### config.mk
export PLATFORM = sky130hd
export DESIGN_NAME = otter_cu_fsm
export DESIGN_NICKNAME = d
export VERILOG_FILES = /design/src/rtl/otter_cu_fsm.sv
export SDC_FILE = /design/constraint.sdc
export NUM_CORES = 1
export LEC_CHECK = 0
export CORE_MARGIN = 1.5
export CORE_UTILIZATION = 39
export DETAILED_ROUTE_END_ITERATION = 10
export MAX_ROUTING_LAYER = met4
export PLACE_DENSITY = 0.74
export RECOVER_POWER = 50
export SYNTH_ARGS = -nofsm -noshare
export SYNTH_HDL_FRONTEND = slang
export SYNTH_SLANG_ARGS = --single-unit
### constraint.sdc
create_clock -name CLK -period 2.31 [get_ports CLK]
set_input_delay 0.5775 -clock CLK [delete_from_list [all_inputs] [get_ports CLK]]
set_output_delay 0.5775 -clock CLK [all_outputs]
set_load 0.01 [all_outputs]
### src/rtl/otter_cu_fsm.sv
// ---------------------------------------------------------------------------
// otter_cu_fsm
//
// Multicycle control-unit state machine for the OTTER RV32I core.
// Each instruction is sequenced as FETCH -> EXEC (-> WB for loads), with an
// optional INTR cycle inserted at an instruction boundary. The FSM drives the
// write enables for the PC, register file, data memory and CSR file, and the
// immediate-type select for the immediate-generator mux.
//
// Loads and stores wait in EXEC for MEM_RDY. An 8-bit wait counter bounds
// that wait to MEM_TIMEOUT cycles. When the bound is reached the access is
// abandoned with a MEM_ERR pulse, and the PC still advances.
//
// Ports
//   CLK        in   system clock; all state updates on the rising edge
//   RST_N      in   asynchronous active-low reset
//   OPCODE     in   [6:0]  IR[6:0] of the current instruction
//   FUNCT3     in   [2:0]  IR[14:12]
//   INTR       in   level interrupt request
//   INT_EN     in   mstatus.MIE; an interrupt is taken only when this is 1
//   MEM_RDY    in   data memory has completed the load/store
//   PC_WE      out  PC register write enable
//   RF_WE      out  register file write enable
//   MEM_RDEN1  out  instruction memory read
//   MEM_RDEN2  out  data memory read
//   MEM_WE2    out  data memory write
//   CSR_WE     out  CSR write (csrrw)
//   INT_TAKEN  out  interrupt entry: PC loads mtvec, mepc is saved
//   MRET_EXEC  out  mret: PC loads mepc
//   ILLEGAL    out  one-cycle pulse, unsupported opcode/funct3 in EXEC
//   MEM_ERR    out  one-cycle pulse, load/store timeout
//   IMM_SEL    out  [2:0] 0=I 1=S 2=B 3=U 4=J; nonzero only in EXEC
//   DBG_STATE  out  [2:0] current FSM state encoding (debug observation)
//
// Handshake: the data-memory request (MEM_RDEN2 / MEM_WE2) is held high on
// every EXEC cycle of a load/store until MEM_RDY is sampled high in the same
// cycle. That cycle completes the access. Nothing is latched from MEM_RDY
// across cycles.
// ---------------------------------------------------------------------------
module otter_cu_fsm #(
    parameter int MEM_TIMEOUT = 15
) (
    input  logic       CLK,
    input  logic       RST_N,
    input  logic [6:0] OPCODE,
    input  logic [2:0] FUNCT3,
    input  logic       INTR,
    input  logic       INT_EN,
    input  logic       MEM_RDY,
    output logic       PC_WE,
    output logic       RF_WE,
    output logic       MEM_RDEN1,
    output logic       MEM_RDEN2,
    output logic       MEM_WE2,
    output logic       CSR_WE,
    output logic       INT_TAKEN,
    output logic       MRET_EXEC,
    output logic       ILLEGAL,
    output logic       MEM_ERR,
    output logic [2:0] IMM_SEL,
    output logic [2:0] DBG_STATE
);

    // RV32I major opcodes
    localparam logic [6:0] OPC_LOAD   = 7'b0000011;
    localparam logic [6:0] OPC_OP_IMM = 7'b0010011;
    localparam logic [6:0] OPC_AUIPC  = 7'b0010111;
    localparam logic [6:0] OPC_STORE  = 7'b0100011;
    localparam logic [6:0] OPC_OP     = 7'b0110011;
    localparam logic [6:0] OPC_LUI    = 7'b0110111;
    localparam logic [6:0] OPC_BRANCH = 7'b1100011;
    localparam logic [6:0] OPC_JALR   = 7'b1100111;
    localparam logic [6:0] OPC_JAL    = 7'b1101111;
    localparam logic [6:0] OPC_SYSTEM = 7'b1110011;

    // Immediate-type select encodings
    localparam logic [2:0] IMM_I = 3'd0;
    localparam logic [2:0] IMM_S = 3'd1;
    localparam logic [2:0] IMM_B = 3'd2;
    localparam logic [2:0] IMM_U = 3'd3;
    localparam logic [2:0] IMM_J = 3'd4;

    // SYSTEM funct3 values
    localparam logic [2:0] F3_PRIV   = 3'b000;  // mret
    localparam logic [2:0] F3_CSRRW  = 3'b001;

    // The timeout fires when the counter reaches this value. The counter
    // starts at 0 on EXEC entry, so the limit falls on the MEM_TIMEOUT-th
    // waiting cycle.
    localparam logic [7:0] WAIT_LAST = 8'(MEM_TIMEOUT - 1);

    typedef enum logic [2:0] {
        ST_INIT  = 3'd0,
        ST_FETCH = 3'd1,
        ST_EXEC  = 3'd2,
        ST_WB    = 3'd3,
        ST_INTR  = 3'd4
    } state_t;

    state_t     state_q, state_d;
    logic [7:0] wait_cnt_q, wait_cnt_d;

    logic       instr_end;   // this cycle is the last of the instruction
    logic       wait_limit;  // wait counter has reached its last allowed value

    assign wait_limit = (wait_cnt_q == WAIT_LAST);
    assign DBG_STATE  = state_q;

    // -----------------------------------------------------------------------
    // State and wait-counter registers
    // -----------------------------------------------------------------------
    always_ff @(posedge CLK or negedge RST_N) begin
        if (!RST_N) begin
            state_q    <= ST_INIT;
            wait_cnt_q <= 8'd0;
        end else begin
            state_q    <= state_d;
            wait_cnt_q <= wait_cnt_d;
        end
    end

    // -----------------------------------------------------------------------
    // Next-state and output decode
    // -----------------------------------------------------------------------
    always_comb begin
        state_d    = state_q;
        wait_cnt_d = wait_cnt_q;
        instr_end  = 1'b0;
        PC_WE      = 1'b0;
        RF_WE      = 1'b0;
        MEM_RDEN1  = 1'b0;
        MEM_RDEN2  = 1'b0;
        MEM_WE2    = 1'b0;
        CSR_WE     = 1'b0;
        INT_TAKEN  = 1'b0;
        MRET_EXEC  = 1'b0;
        ILLEGAL    = 1'b0;
        MEM_ERR    = 1'b0;
        IMM_SEL    = IMM_I;

        unique case (state_q)
            ST_INIT: begin
                state_d = ST_FETCH;
            end

            ST_FETCH: begin
                MEM_RDEN1  = 1'b1;
                wait_cnt_d = 8'd0;   // every EXEC entry starts a fresh wait
                state_d    = ST_EXEC;
            end

            ST_EXEC: begin
                unique case (OPCODE)
                    OPC_LOAD, OPC_OP_IMM, OPC_JALR: IMM_SEL = IMM_I;
                    OPC_STORE:                      IMM_SEL = IMM_S;
                    OPC_BRANCH:                     IMM_SEL = IMM_B;
                    OPC_LUI, OPC_AUIPC:             IMM_SEL = IMM_U;
                    OPC_JAL:                        IMM_SEL = IMM_J;
                    default:                        IMM_SEL = IMM_I;
                endcase

                unique case (OPCODE)
                    OPC_OP, OPC_OP_IMM, OPC_LUI, OPC_AUIPC, OPC_JAL, OPC_JALR: begin
                        RF_WE     = 1'b1;
                        PC_WE     = 1'b1;
                        instr_end = 1'b1;
                    end

                    // Taken/not-taken is chosen by the datapath PC mux.
                    OPC_BRANCH: begin
                        PC_WE     = 1'b1;
                        instr_end = 1'b1;
                    end

                    OPC_STORE: begin
                        MEM_WE2 = 1'b1;
                        if (MEM_RDY) begin
                            PC_WE     = 1'b1;
                            instr_end = 1'b1;
                        end else if (wait_limit) begin
                            MEM_ERR   = 1'b1;
                            PC_WE     = 1'b1;
                            instr_end = 1'b1;
                        end else begin
                            wait_cnt_d = wait_cnt_q + 8'd1;
                        end
                    end

                    // A successful load retires in WB, so the PC is not
                    // written here. A timed-out load skips WB entirely.
                    OPC_LOAD: begin
                        MEM_RDEN2 = 1'b1;
                        if (MEM_RDY) begin
                            state_d = ST_WB;
                        end else if (wait_limit) begin
                            MEM_ERR   = 1'b1;
                            PC_WE     = 1'b1;
                            instr_end = 1'b1;
                        end else begin
                            wait_cnt_d = wait_cnt_q + 8'd1;
                        end
                    end

                    OPC_SYSTEM: begin
                        PC_WE     = 1'b1;
                        instr_end = 1'b1;
                        if (FUNCT3 == F3_CSRRW) begin
                            CSR_WE = 1'b1;
                            RF_WE  = 1'b1;
                        end else if (FUNCT3 == F3_PRIV) begin
                            MRET_EXEC = 1'b1;
                        end else begin
                            ILLEGAL = 1'b1;
                        end
                    end

                    // Unsupported opcode: skip over it with no side effects.
                    default: begin
                        ILLEGAL   = 1'b1;
                        PC_WE     = 1'b1;
                        instr_end = 1'b1;
                    end
                endcase
            end

            ST_WB: begin
                RF_WE     = 1'b1;
                PC_WE     = 1'b1;
                instr_end = 1'b1;
            end

            // Always returns to FETCH, so at least one instruction runs
            // between two interrupt entries.
            ST_INTR: begin
                INT_TAKEN = 1'b1;
                PC_WE     = 1'b1;
                state_d   = ST_FETCH;
            end

            default: begin
                state_d = ST_INIT;
            end
        endcase

        // Interrupts are only taken at an instruction boundary.
        if (instr_end) begin
            state_d = (INTR && INT_EN) ? ST_INTR : ST_FETCH;
        end
    end

endmodule

After elaboration in Yosys (flattened, before gate mapping) --
Index checks and enable logic that the tools add are counted.
Word-level totals: flip-flop bits (word level) 11, latch bits 0, bits in writable memories 0, ROM bits 0, input port bits 15, output and inout bits 16, logic and storage cells 75, memories 0
Operators by class: add/sub/neg operators 1, multipliers 0, div/mod/pow operators 0, $lt $le $gt $ge 0, eq/ne operators 22, shift-type cells 0, multiplexer cells 38, bitwise gates (word level) 0, reductions and logical operators 12
Operators with widths (number):
- $eq 7x7->1 const B | 4
- $mux 8 | 3
- $pmux 3 s4 | 2
- $eq 7x6->1 const B | 3
- $mux 1 | 21
- $pmux 8 s2 | 1
- $mux 3 | 5
- $eq 7x5->1 const B | 2
- $pmux 1 s2 | 6
- $reduce_or 9->1 | 1
- $add 8x1->8 const B | 1
- $eq 8x4->1 const B | 1
- $ne 2x2->1 const B | 4
- $reduce_or 2->1 | 4
- $eq 7x2->1 const B | 1
- $eq 3x1->1 const B | 2
- $eq 3x2->1 const B | 2
- $logic_not 3->1 | 2
- $reduce_or 6->1 | 1
- $reduce_and 4->1 | 1
- $eq 3x3->1 const B | 1
- $ne 3x2->1 const B | 1
- $ne 3x3->1 const B | 1
- $reduce_and 3->1 | 1
- other kinds (2) | 2

Longest topological paths before layout --
depth after elaboration 7, depth in mapped cells 6, mapped depth without buffers 6

Least setup slack after synthesis --
Ideal clock, no wire load.
kind input -> output, start point input OPCODE[2], end point output MEM_ERR, data arrival time 1.836 ns, setup slack -0.104 ns, stages on the path 5, path buffers 2, cells stage by stage nand4bb_1 clkbuf_1 or4_4 buf_6 nor3_1
On the way: word-level cells in the longest chain between the ends 4, elaborated cells between the ends (all ways) 5, classes of those cells eq/ne (2); mux (2); reduce/logical (1)
Ends and longest elaborated chain:
- from (decl) | line 45 | input logic [6:0] OPCODE,
- $eq 7x2->1 or $eq 7x6->1 (tied branches) | line 162 | unique case (OPCODE)
- $reduce_or 2->1 (no source line) (*)
- $mux 1 (*)
- $mux 1 (*) | line 141 | unique case (state_q)
- to (decl) | line 59 | output logic MEM_ERR,
Every way passes the cells marked *; elsewhere a longest branch is shown, timed or not.

Final worst setup path --
start point register wait_cnt_q[0], end point output PC_WE
On the way: word-level cells in the longest chain between the ends 5, elaborated cells between the ends (all ways) 6, classes of those cells eq/ne (1); mux (5)
Ends and longest elaborated chain:
- from (decl) | line 101 | logic [7:0] wait_cnt_q, wait_cnt_d;
- from (signal assigned) | line 118 | wait_cnt_q <= wait_cnt_d;
- $eq 8x4->1 (*) | line 106 | assign wait_limit = (wait_cnt_q == WAIT_LAST);
- $mux 1 (*) | line 180, 195
- $mux 1, on equally long branches | line 193, 177
- $pmux 1 s2 (*) | line 162
- $pmux 1 s2 (*) | line 141
- to (decl) | line 50 | output logic PC_WE,
Marked as above.

==> impl_metrics.ini <==
[detailed_routing]
wirelength_mm = 3.079
via_per_inst = 5.636
antenna_left = 0
via_count = 1116
drtIter0Drc = 28
drtPass1Iterations = 4
remaining_drc_errors = 0
avgRoutedWirePerCell_um = 15.55

[worst_setup_path]
startpoint_type = flip-flop
critPathSlowestCell = or4b_4
path_cells = inv_1 -> ha_1 -> or4b_4 -> o31a_1 -> a21oi_2 -> or2_1 -> buf_2
worst-path-buf-inv = 2
critical_path_class = flip-flop to output pin
cp-end-kind = output pin
crit_fanout = 2
crit_path_max_incr_delay_ps = 460
crit_required_ps = 1730
worst_ep_arrival_time_ps = 2010
cp_top_family = simple AND/OR/NAND/NOR gates

[power]
share_seq_of_total_power_pct = 24.7
sw_frac_of_total_pct = 39.30
power.share.clock_pct = 13.7
p_leak_nw = 0.7248
comb_power_share_pct = 61.6
p_int_mw = 0.5799
ir_worst_vdd_v = 0.0005865
post-layout-total-power_mw = 0.9553
powerDensity_nw_per_um2 = 614.7
p_sw_mw = 0.3754

[timing]
tightest_slew_ps = 529.5
setup_ws_ps = -277.1
relSlewSlack_pct = 64.58
period_minus_slack_ps = 2587
whs_ps = 591.8
period_share_pct = 112.0
hold_violations = 0
drv_slew = 0
max_freq_mhz = 386.5
setup_violations = 4
clock_skew_ps = 5.124
grt_setup_unrepaired = yes

[synthesis]
syn_avg_cell_area_um2 = 8.337
ys_warn_count = 0
syn-cell-area_um2 = 867.1
async_reset_ff_share_pct = 100.0
seq_area_frac_synth_pct = 31.75
synth_top_area_share_pct = 31.75
synthFlopType = dfrtp_1
syn_inst = 104
synth_area_leaders = dfrtp_1 32%, a21oi_1 7.5%, mux2_1 3.9%, or3_1 3.6%, nand2_1 3.0%
ys_seq_elements = 11
synth_cell_types = 40
synth_largest_area_cell = dfrtp_1
synth_edf_count = 0
syn-num-nets = 121
ys_top_cells_by_count = 13 x a21oi_1, 11 x dfrtp_1, 7 x nand2_1
post-synth-top-count-cell = a21oi_1

[clocking]
clockBufferDepth = 2
clock_latency_ps = 270
cts_tree = done
htree_levels = 1
cts_buffers = 3
cts-root-buf = clkbuf_4
clkTransAtPathRegs_ps = 70
cts.sinks = 11

[global_route]
grt_max_degree = 12
grt_overflow = 0
grt_first_pass_wirelength_mm = 5.043
antenna_found_initial = 0
grt_pass1_vias = 1090
track_usage_pct = 26.66

[job]
drv_cap = 0

[die]
core_region_area_um2 = 2022
die_x_um = 50.15
num_io_pins = 31
start_util_pct = 42.88
die_area_um2 = 2515
die_h_um = 50.15
core.rowCount = 16

[outcome]
status = finished, violations left
violations = negative setup slack

[final_layout]
layout-drive-gt1-share_pct = 48.54
finish.instance_area_um2 = 1554
area_growth_pct = 79.22
finalNonFillerCells = 198
fin_nets = 189
diodes = 0

[placement]
dp.final_hpwl_mm = 2.110
gp_congestion = 0.8955
placed_cell_area_um2 = 1423
dp.cells = 189
portBuffers = 30

[worst_hold_path]
min_path_type = flip-flop to flip-flop
sequential cells by signal, summed over array words and instances, names as in the netlist:
name        flops
wait_cnt_q      8
DBG_STATE       3
per-stage QoR:
stage | TNS, ps | util, % | setup slack, ps
finish | -425.4 | 76.86 | -277.1
floorplan | -11.19 | - | -11.19
global route | -786.8 | 76.86 | -374.8
global placement | -11460 | 70.36 | -856.4
CTS | -524.5 | 75.56 | -294.3
detailed placement | -12720 | 70.36 | -922.4
power by group through the flow:
stage / logic [mW] / clock network, mW / registers [mW]
global placement: 0.547 / 0 / 0.235
CTS: 0.573 / 0.135 / 0.233
global route: 0.637 / 0.144 / 0.237
finish: 0.588 / 0.131 / 0.236
floorplan: 0.222 / 0 / 0.272
detailed placement: 0.564 / 0 / 0.237
area by class of cell:
type                            instances  area, µm²
Clock buffer                            3      22.52
Clock inverter                          1      5.005
Fill cell                             135      467.9
Inverter                                5      18.77
Multi-Input combinational cell         85      679.4
Sequential cell                        11      275.3
Tap cell                               27      33.78
Timing Repair Buffer                   66      519.2
metal layers:
| metal | share of wire [%] | GRT usage (%) |
|---|---|---|
| met5 | 0 | - |
| met4 | 2.1 | 6.481 |
| met3 | 4.2 | 5.952 |
| met2 | 51 | 43.20 |
| met1 | 42 | 33.77 |
cells by family after synthesis:
| kind of cell | share of synthesized area (%) |
|---|---|
| AND/OR/NAND/NOR | 38.24 |
| AO/OA/AOI/OAI | 18.76 |
| flip-flops | 31.75 |
| buffers and inverters | 4.471 |
| multiplexers | 3.896 |
| adder cells (fa/ha/maj) | 2.886 |
worst paths after layout:
path / cells after the start / slack [ps] / end / from
max in group asynchronous: 1 / 1240 / wait_cnt_q[5] / RST_N
max: 7 / -280 / PC_WE / wait_cnt_q[0]
max reg2reg: 5 / 180 / wait_cnt_q[3] / DBG_STATE[2]
min reg2reg: 2 / 590 / wait_cnt_q[3] / wait_cnt_q[3]
min: 2 / 590 / wait_cnt_q[3] / wait_cnt_q[3]
min in group asynchronous: 1 / 720 / wait_cnt_q[6] / RST_N
timing repair:
action / 4_1_cts / 5_1_grt
setup endpoints to repair: 20 / 10
resized for setup: 96 / 14
buffers inserted: 4 / 3
pin swaps: 11 / 11
hold buffers: 0 / 0
cells in the final DEF (no fill, tap or decap), types with 3 or more instances in the layout:
cell             Yosys  layout
o21ai_1              4       4
mux2_1               3       3
buf_6                1       9
a21oi_2              0       4
o31ai_1              3       3
clkdlybuf4s50_1      0       6
inv_1                4       4
a21oi_1             13       9
or3_1                5       4
nand2_1              7       6
nor2_1               6       5
or4_1                3       3
or2_4                0       3
dlygate4sd2_1        0       4
buf_4                0      28
dfrtp_1             11      11
buf_2                1      16
nand3_1              3       3
clkbuf_4             0       3
worst min-delay path: stages (launching register included):
cell     delay, ps
dfrtp_1        420
o31ai_1         80
a21oi_1         60
(Power assumes the default switching activity.)
